===== src/rtl/alu_src_mux_pkg.sv =====
// Shared datapath definitions: operand width and the ALUSrc select encoding
// that both the control unit and the operand mux agree on.
package alu_src_mux_pkg;

  localparam int XLEN = 32;

  // ALUSrc encoding driven by the control unit.
  typedef enum logic {
    ALUSRC_REG = 1'b0,
    ALUSRC_IMM = 1'b1
  } alusrc_e;

  // Operand chosen for a given ALUSrc value; used by anything that models the mux.
  function automatic logic [XLEN-1:0] alusrc_pick(input logic             sel,
                                                  input logic [XLEN-1:0] reg_data2,
                                                  input logic [XLEN-1:0] imm_ext);
    return (sel == ALUSRC_IMM) ? imm_ext : reg_data2;
  endfunction

endpackage


===== src/rtl/alu_src_mux_if.sv =====
// Operand-select bus between the decode side (register file, immediate generator,
// control) and the ALU operand-B mux, including its registered debug taps.
interface alu_src_mux_if
  import alu_src_mux_pkg::*;
#(
  parameter int WIDTH = XLEN
);

  logic [WIDTH-1:0] reg_data2;
  logic [WIDTH-1:0] imm_ext;
  logic             sel;
  logic [WIDTH-1:0] alu_in2;
  logic [WIDTH-1:0] alu_in2_q;
  logic             sel_q;

  // Decode side: supplies candidates and the select, observes the result and taps.
  modport master (
    output reg_data2,
    output imm_ext,
    output sel,
    input  alu_in2,
    input  alu_in2_q,
    input  sel_q
  );

  // Mux side.
  modport slave (
    input  reg_data2,
    input  imm_ext,
    input  sel,
    output alu_in2,
    output alu_in2_q,
    output sel_q
  );

endinterface


===== src/rtl/alu_src_mux_mux2.sv =====
// Generic WIDTH-bit 2:1 mux, shared by the ALU operand, PC and writeback selects.
module mux2 #(
  parameter int WIDTH = 32
) (
  input  logic [WIDTH-1:0] d0_i,
  input  logic [WIDTH-1:0] d1_i,
  input  logic             sel_i,
  output logic [WIDTH-1:0] y_o
);

  // A ternary keeps an unknown select propagating as X rather than latching.
  assign y_o = sel_i ? d1_i : d0_i;

endmodule


===== src/rtl/alu_src_mux.sv =====
// ALU operand-B select for the single-cycle datapath: zero-latency mux of rs2 data
// vs. immediate, plus optional registered copies of the operand and select.
module alu_src_mux
  import alu_src_mux_pkg::*;
#(
  parameter int WIDTH   = XLEN,
  parameter bit REG_TAP = 1'b1
) (
  input  logic         clk,
  input  logic         rst_n,
  alu_src_mux_if.slave bus
);

  logic [WIDTH-1:0] alu_in2_w;

  mux2 #(.WIDTH(WIDTH)) u_mux2 (
    .d0_i  (bus.reg_data2),
    .d1_i  (bus.imm_ext),
    .sel_i (bus.sel),
    .y_o   (alu_in2_w)
  );

  // The operand path never sees clk or rst_n so single-cycle timing is untouched.
  assign bus.alu_in2 = alu_in2_w;

  if (REG_TAP) begin : g_tap
    logic [WIDTH-1:0] alu_in2_d;
    logic [WIDTH-1:0] alu_in2_q;
    logic             sel_d;
    logic             sel_q;

    assign alu_in2_d = alu_in2_w;
    assign sel_d     = bus.sel;

    always_ff @(posedge clk or negedge rst_n) begin
      if (!rst_n) begin
        alu_in2_q <= '0;
        sel_q     <= ALUSRC_REG;
      end else begin
        alu_in2_q <= alu_in2_d;
        sel_q     <= sel_d;
      end
    end

    assign bus.alu_in2_q = alu_in2_q;
    assign bus.sel_q     = sel_q;
  end else begin : g_no_tap
    assign bus.alu_in2_q = '0;
    assign bus.sel_q     = 1'b0;
  end

`ifndef SYNTHESIS
  // An undriven ALUSrc out of reset usually means a decode hole in the control unit.
  always @(posedge clk) begin
    if (rst_n && $isunknown(bus.sel))
      $warning("alu_src_mux: ALUSrc select is unknown while out of reset");
  end
`endif

endmodule


===== src/flat_wrapper.sv =====
// flat-port wrapper written by rule: the top's interface ports become plain ports
module alu_src_mux_flat import alu_src_mux_pkg::*;
#(
  parameter int WIDTH   = XLEN,
  parameter bit REG_TAP = 1'b1
)
  (clk, rst_n, bus_reg_data2, bus_imm_ext, bus_sel, bus_alu_in2, bus_alu_in2_q, bus_sel_q);
  alu_src_mux_if #(.WIDTH(WIDTH)) bus_i ();
  input  logic clk;
  input  logic rst_n;
  input wire logic [$bits(bus_i.reg_data2)-1:0] bus_reg_data2;
  input wire logic [$bits(bus_i.imm_ext)-1:0] bus_imm_ext;
  input wire logic [$bits(bus_i.sel)-1:0] bus_sel;
  output wire logic [$bits(bus_i.alu_in2)-1:0] bus_alu_in2;
  output wire logic [$bits(bus_i.alu_in2_q)-1:0] bus_alu_in2_q;
  output wire logic [$bits(bus_i.sel_q)-1:0] bus_sel_q;
  assign bus_i.reg_data2 = bus_reg_data2;
  assign bus_i.imm_ext = bus_imm_ext;
  assign bus_i.sel = bus_sel;
  assign bus_alu_in2 = bus_i.alu_in2;
  assign bus_alu_in2_q = bus_i.alu_in2_q;
  assign bus_sel_q = bus_i.sel_q;
  alu_src_mux #(.WIDTH(WIDTH), .REG_TAP(REG_TAP)) u_core (.clk(clk), .rst_n(rst_n), .bus(bus_i));
endmodule

===== config.mk =====
export PLATFORM = sky130hd
export DESIGN_NAME = alu_src_mux_flat
export DESIGN_NICKNAME = d
export VERILOG_FILES = /design/src/rtl/alu_src_mux_pkg.sv /design/src/rtl/alu_src_mux_if.sv /design/src/rtl/alu_src_mux_mux2.sv /design/src/rtl/alu_src_mux.sv /design/src/flat_wrapper.sv
export SDC_FILE = /design/constraint.sdc
export NUM_CORES = 1
export LEC_CHECK = 0
export ABC_AREA = 1
export BUFFER_PORTS_ARGS = -buffer_cell sky130_fd_sc_hd__buf_2
export CORE_UTILIZATION = 35
export CTS_CLUSTER_SIZE = 28
export DETAILED_ROUTE_END_ITERATION = 6
export HOLD_SLACK_MARGIN = 0.1
export PLACE_DENSITY_LB_ADDON = 0.3
export SLEW_MARGIN = 20
export SYNTH_ARGS = -nofsm -noshare
export SYNTH_HDL_FRONTEND = slang
export SYNTH_SLANG_ARGS = --single-unit
export TNS_END_PERCENT = 5

===== constraint.sdc =====
create_clock -name clk -period 0.8 [get_ports clk]
set_input_delay 0.16 -clock clk [delete_from_list [all_inputs] [get_ports clk]]
set_output_delay 0.16 -clock clk [all_outputs]
set_load 0.05 [all_outputs]

==> insert_results.sql <==
INSERT INTO impl_metrics (metric_group, metric, value, unit) VALUES
('power', 'power_density', '1790', 'mW/mm^2'),
('yosys', 'synth_enable_flop_cells', '0', ''),
('yosys', 'synth_seq_area_share', '62.7', '%'),
('setup_path', 'slowest_delay', '160', 'ps'),
('setup_path', 'worstPathArrival', '840', 'ps'),
('drt', 'vias', '1563', ''),
('power', 'ir_worst_vdd', '0.00116', 'V'),
('setup_path', 'crit_family', 'buffers and inverters', ''),
('yosys', 'syn_area', '0.00132', 'mm^2'),
('finish', 'n_antenna_cell', '0', ''),
('clock_tree', 'cts_buffer_depth', '2', ''),
('floorplanning', 'core-area', '0.00347', 'mm^2'),
('setup_path', 'slowest_stage', 'buf_16', ''),
('placed_design', 'dpl.hpwl', '2.74', 'mm'),
('global_route', 'grt_max_degree', '34', ''),
('timing', 'worst_hold_slack', '108', 'ps'),
('timing', 'worst-slew-pin-transition', '176', 'ps'),
('setup_path', 'worstSetupPathType', 'input pin to output port', ''),
('floorplanning', 'number_of_rows_in_the_core_area', '21', ''),
('drt', 'drc', '0', ''),
('min_path', 'hold_path_class', 'input pin to flip-flop', ''),
('drt', 'number_of_nets_with_antenna_violations_after_detailed_routing', '0', ''),
('setup_path', 'cp_num_buf_inv', '3', ''),
('floorplanning', 'die_h', '63.4', 'um'),
('yosys', 'number_of_synthesized_register_bits', '33', ''),
('finish', 'num-fill-cells', '189', ''),
('finish', 'num-nets-final', '361', ''),
('global_route', 'globalRouteTotalUtil', '25.1', '%'),
('yosys', 'avgSynthCellArea', '9.62', 'um^2'),
('global_route', 'first_global_vias', '1621', ''),
('yosys', 'yosys.cell_count.top_type', 'nand2_1', ''),
('yosys', 'synth_common_cells', '86 x nand2_1, 33 x dfrtp_1, 10 x nand2_2', ''),
('timing', 'fmax', '0.995', 'GHz'),
('drt', 'wirelength', '5.32', 'mm'),
('drt', 'dr.first_iter.drc_count', '28', ''),
('floorplanning', 'chipWidth', '63.4', 'um'),
('setup_path', 'critical_path.startpoint_type', 'input pin', ''),
('yosys', 'synth.distinct_cells', '7', ''),
('finish', 'share_of_cells_above_drive_strength_1', '74.7', '%'),
('clock_tree', 'cts_max_level', '2', ''),
('finish', 'area_grow_syn2layout', '127', '%'),
('yosys', 'synth-warning-count', '0', ''),
('global_route', 'antenna_found_initial', '0', ''),
('placed_design', 'port_buffer_count', '131', ''),
('run_status', 'run_status', 'finished, violations left', ''),
('yosys', 'syn_nets', '204', ''),
('timing', 'finalSetupViolCount', '65', ''),
('timing', 'final-hold-violation-count', '0', ''),
('clock_tree', 'path_clk_slew', '60', 'ps'),
('setup_path', 'crit_required', '640', 'ps'),
('floorplanning', 'initial_core_utilization', '38.0', '%'),
('timing', 'rsz0062_at_grt', 'true', ''),
('drt', 'post_drt_via_cell_ratio', '4.61', ''),
('run_status', 'failed_checks', 'negative setup slack', ''),
('setup_path', 'cell_by_cell_trace_of_the_critical_path', 'buf_16 > buf_8 > nand2_1 > nand2_2 > buf_6', ''),
('timing', 'min_period', '1000', 'ps'),
('setup_path', 'worst_setup_path_end_kind', 'output port', ''),
('yosys', 'synthesized_instance_count', '137', ''),
('power', 'power_leakage', '1.61', 'nW'),
('finish', 'final_core_util', '86.1', '%'),
('clock_tree', 'clock-root-buffer', 'clkbuf_8', ''),
('yosys', 'synthDominantAreaCellType', 'dfrtp_1', ''),
('drt', 'drtPass1Iterations', '4', ''),
('timing', 'period_share', '126', '%'),
('timing', 'final.setup.tns', '-9820', 'ps'),
('placed_design', 'routabilityCongestion', '0.764', ''),
('timing', 'post-route-worst-setup-slack', '-205', 'ps'),
('yosys', 'synthArstFlopShare', '100', '%'),
('global_route', 'grt-ovfl-total', '0', ''),
('timing', 'slew_violations', '0', ''),
('clock_tree', 'cts.sink_count', '33', ''),
('yosys', 'synth.top_cell.area_share', '62.7', '%'),
('timing', 'worst_slew_margin_rel', '88.3', '%'),
('setup_path', 'path_max_fanout', '8', ''),
('global_route', 'wire_length_of_the_first_global_routing_pass', '7.37', 'mm'),
('yosys', 'synth.top_cells.by_area', 'dfrtp_1 63%, nand2_1 25%, nand2_2 4.7%', ''),
('yosys', 'yosys_most_used_dff', 'dfrtp_1', ''),
('floorplanning', 'io_pins', '132', ''),
('run', 'cap_violations', '0', ''),
('drt', 'avgRoutedWirePerCell', '15.7', 'um'),
('floorplanning', 'die_area', '0.00401', 'mm^2'),
('clock_tree', 'number_of_buffers_created_by_cts', '5', ''),
('clock_tree', 'cts_tree', 'built', '');
==> cell usage in the layout, fill, tap and decap left out <==
master         instances
buf_4                 18
buf_6                 37
buf_12                 2
buf_16                 2
inv_12                 2
dlygate4sd3_1          1
clkbuf_8               5
buf_8                 30
nand2_2               47
clkinv_2               1
buf_2                 65
inv_16                 1
nand2_4                9
nand2_1               40
dfrtp_1               33
==> logic make-up (layout without fill, tap and decap cells) <==
logic type    Yosys count  after routing  synth area share [%]
simple gates           96             96                  29.2
buf+inv                 8            164                  8.07
flops                  33             33                  62.7
==> power by group <==
group	internal, mW	switching (mW)
Combinational	0.932	1.44
Sequential	1.80	0.0638
Clock	0.571	0.555
Total	3.30	2.06
==> path summary, 6_finish.rpt <==
path / start / to / slack, ps / cells past startpoint
setup / recovery: bus_sel / bus_alu_in2[12] / -200 / 5
hold / removal: bus_reg_data2[5] / u_core.bus.alu_in2_q[5] / 110 / 3
max in group asynchronous: rst_n / u_core.bus.alu_in2_q[30] / 210 / 3
min in group asynchronous: rst_n / u_core.bus.alu_in2_q[27] / 420 / 3
==> area by class of cell <==
type	instances	area (um^2)	share of cell area, %
timing repair buffer	155	1430	47.9
sequential	33	826	27.6
multi-input combinational	96	546	18.3
clock buffer	5	68.8	2.30
tap	46	57.6	1.93
timing repair inverter	2	36.3	1.21
inverter	1	16.3	0.544
clock inverter	1	5.00	0.168
==> metrics by stage <==
| stage | total power [mW] | setup WS [ps] | cell area (um^2) | cells |
|---|---|---|---|---|
| 3_3_place_gp | 3.60 | -323 | 2200 | 327 |
| 4_1_cts | 5.27 | -193 | 2910 | 338 |
| 2_1_floorplan | 3.07 | -83.8 | 1410 | 137 |
| 3_5_place_dp | 3.62 | -353 | 2200 | 327 |
| 5_1_grt | 5.55 | -212 | 2990 | 339 |
| 6_report | 5.36 | -205 | 2990 | 339 |
==> metal layers <==
layer,track usage (%),wire [um],up-vias
met5,0,0,-
met1,23.5,1810,767
li1,-,-,723
met4,10.5,78,0
met3,4.35,271,6
met2,51.5,3170,67
==> sequential cells by signal (all words and copies together), names as in the netlist <==
signal / flops
u_core.bus.alu_in2_q: 32
u_core.bus.sel_q: 1
==> repair_timing <==
action | in CTS | in global routing
pin swaps | 16 | 11
hold buffers | 1 | 0
gates resized for setup | 176 | 19
hold endpoints to repair | 34 | 0
buffers inserted | 1 | 1
gates cloned | 3 | 0
setup endpoints to repair | 65 | 65
Power figures use the tool's default switching activity.
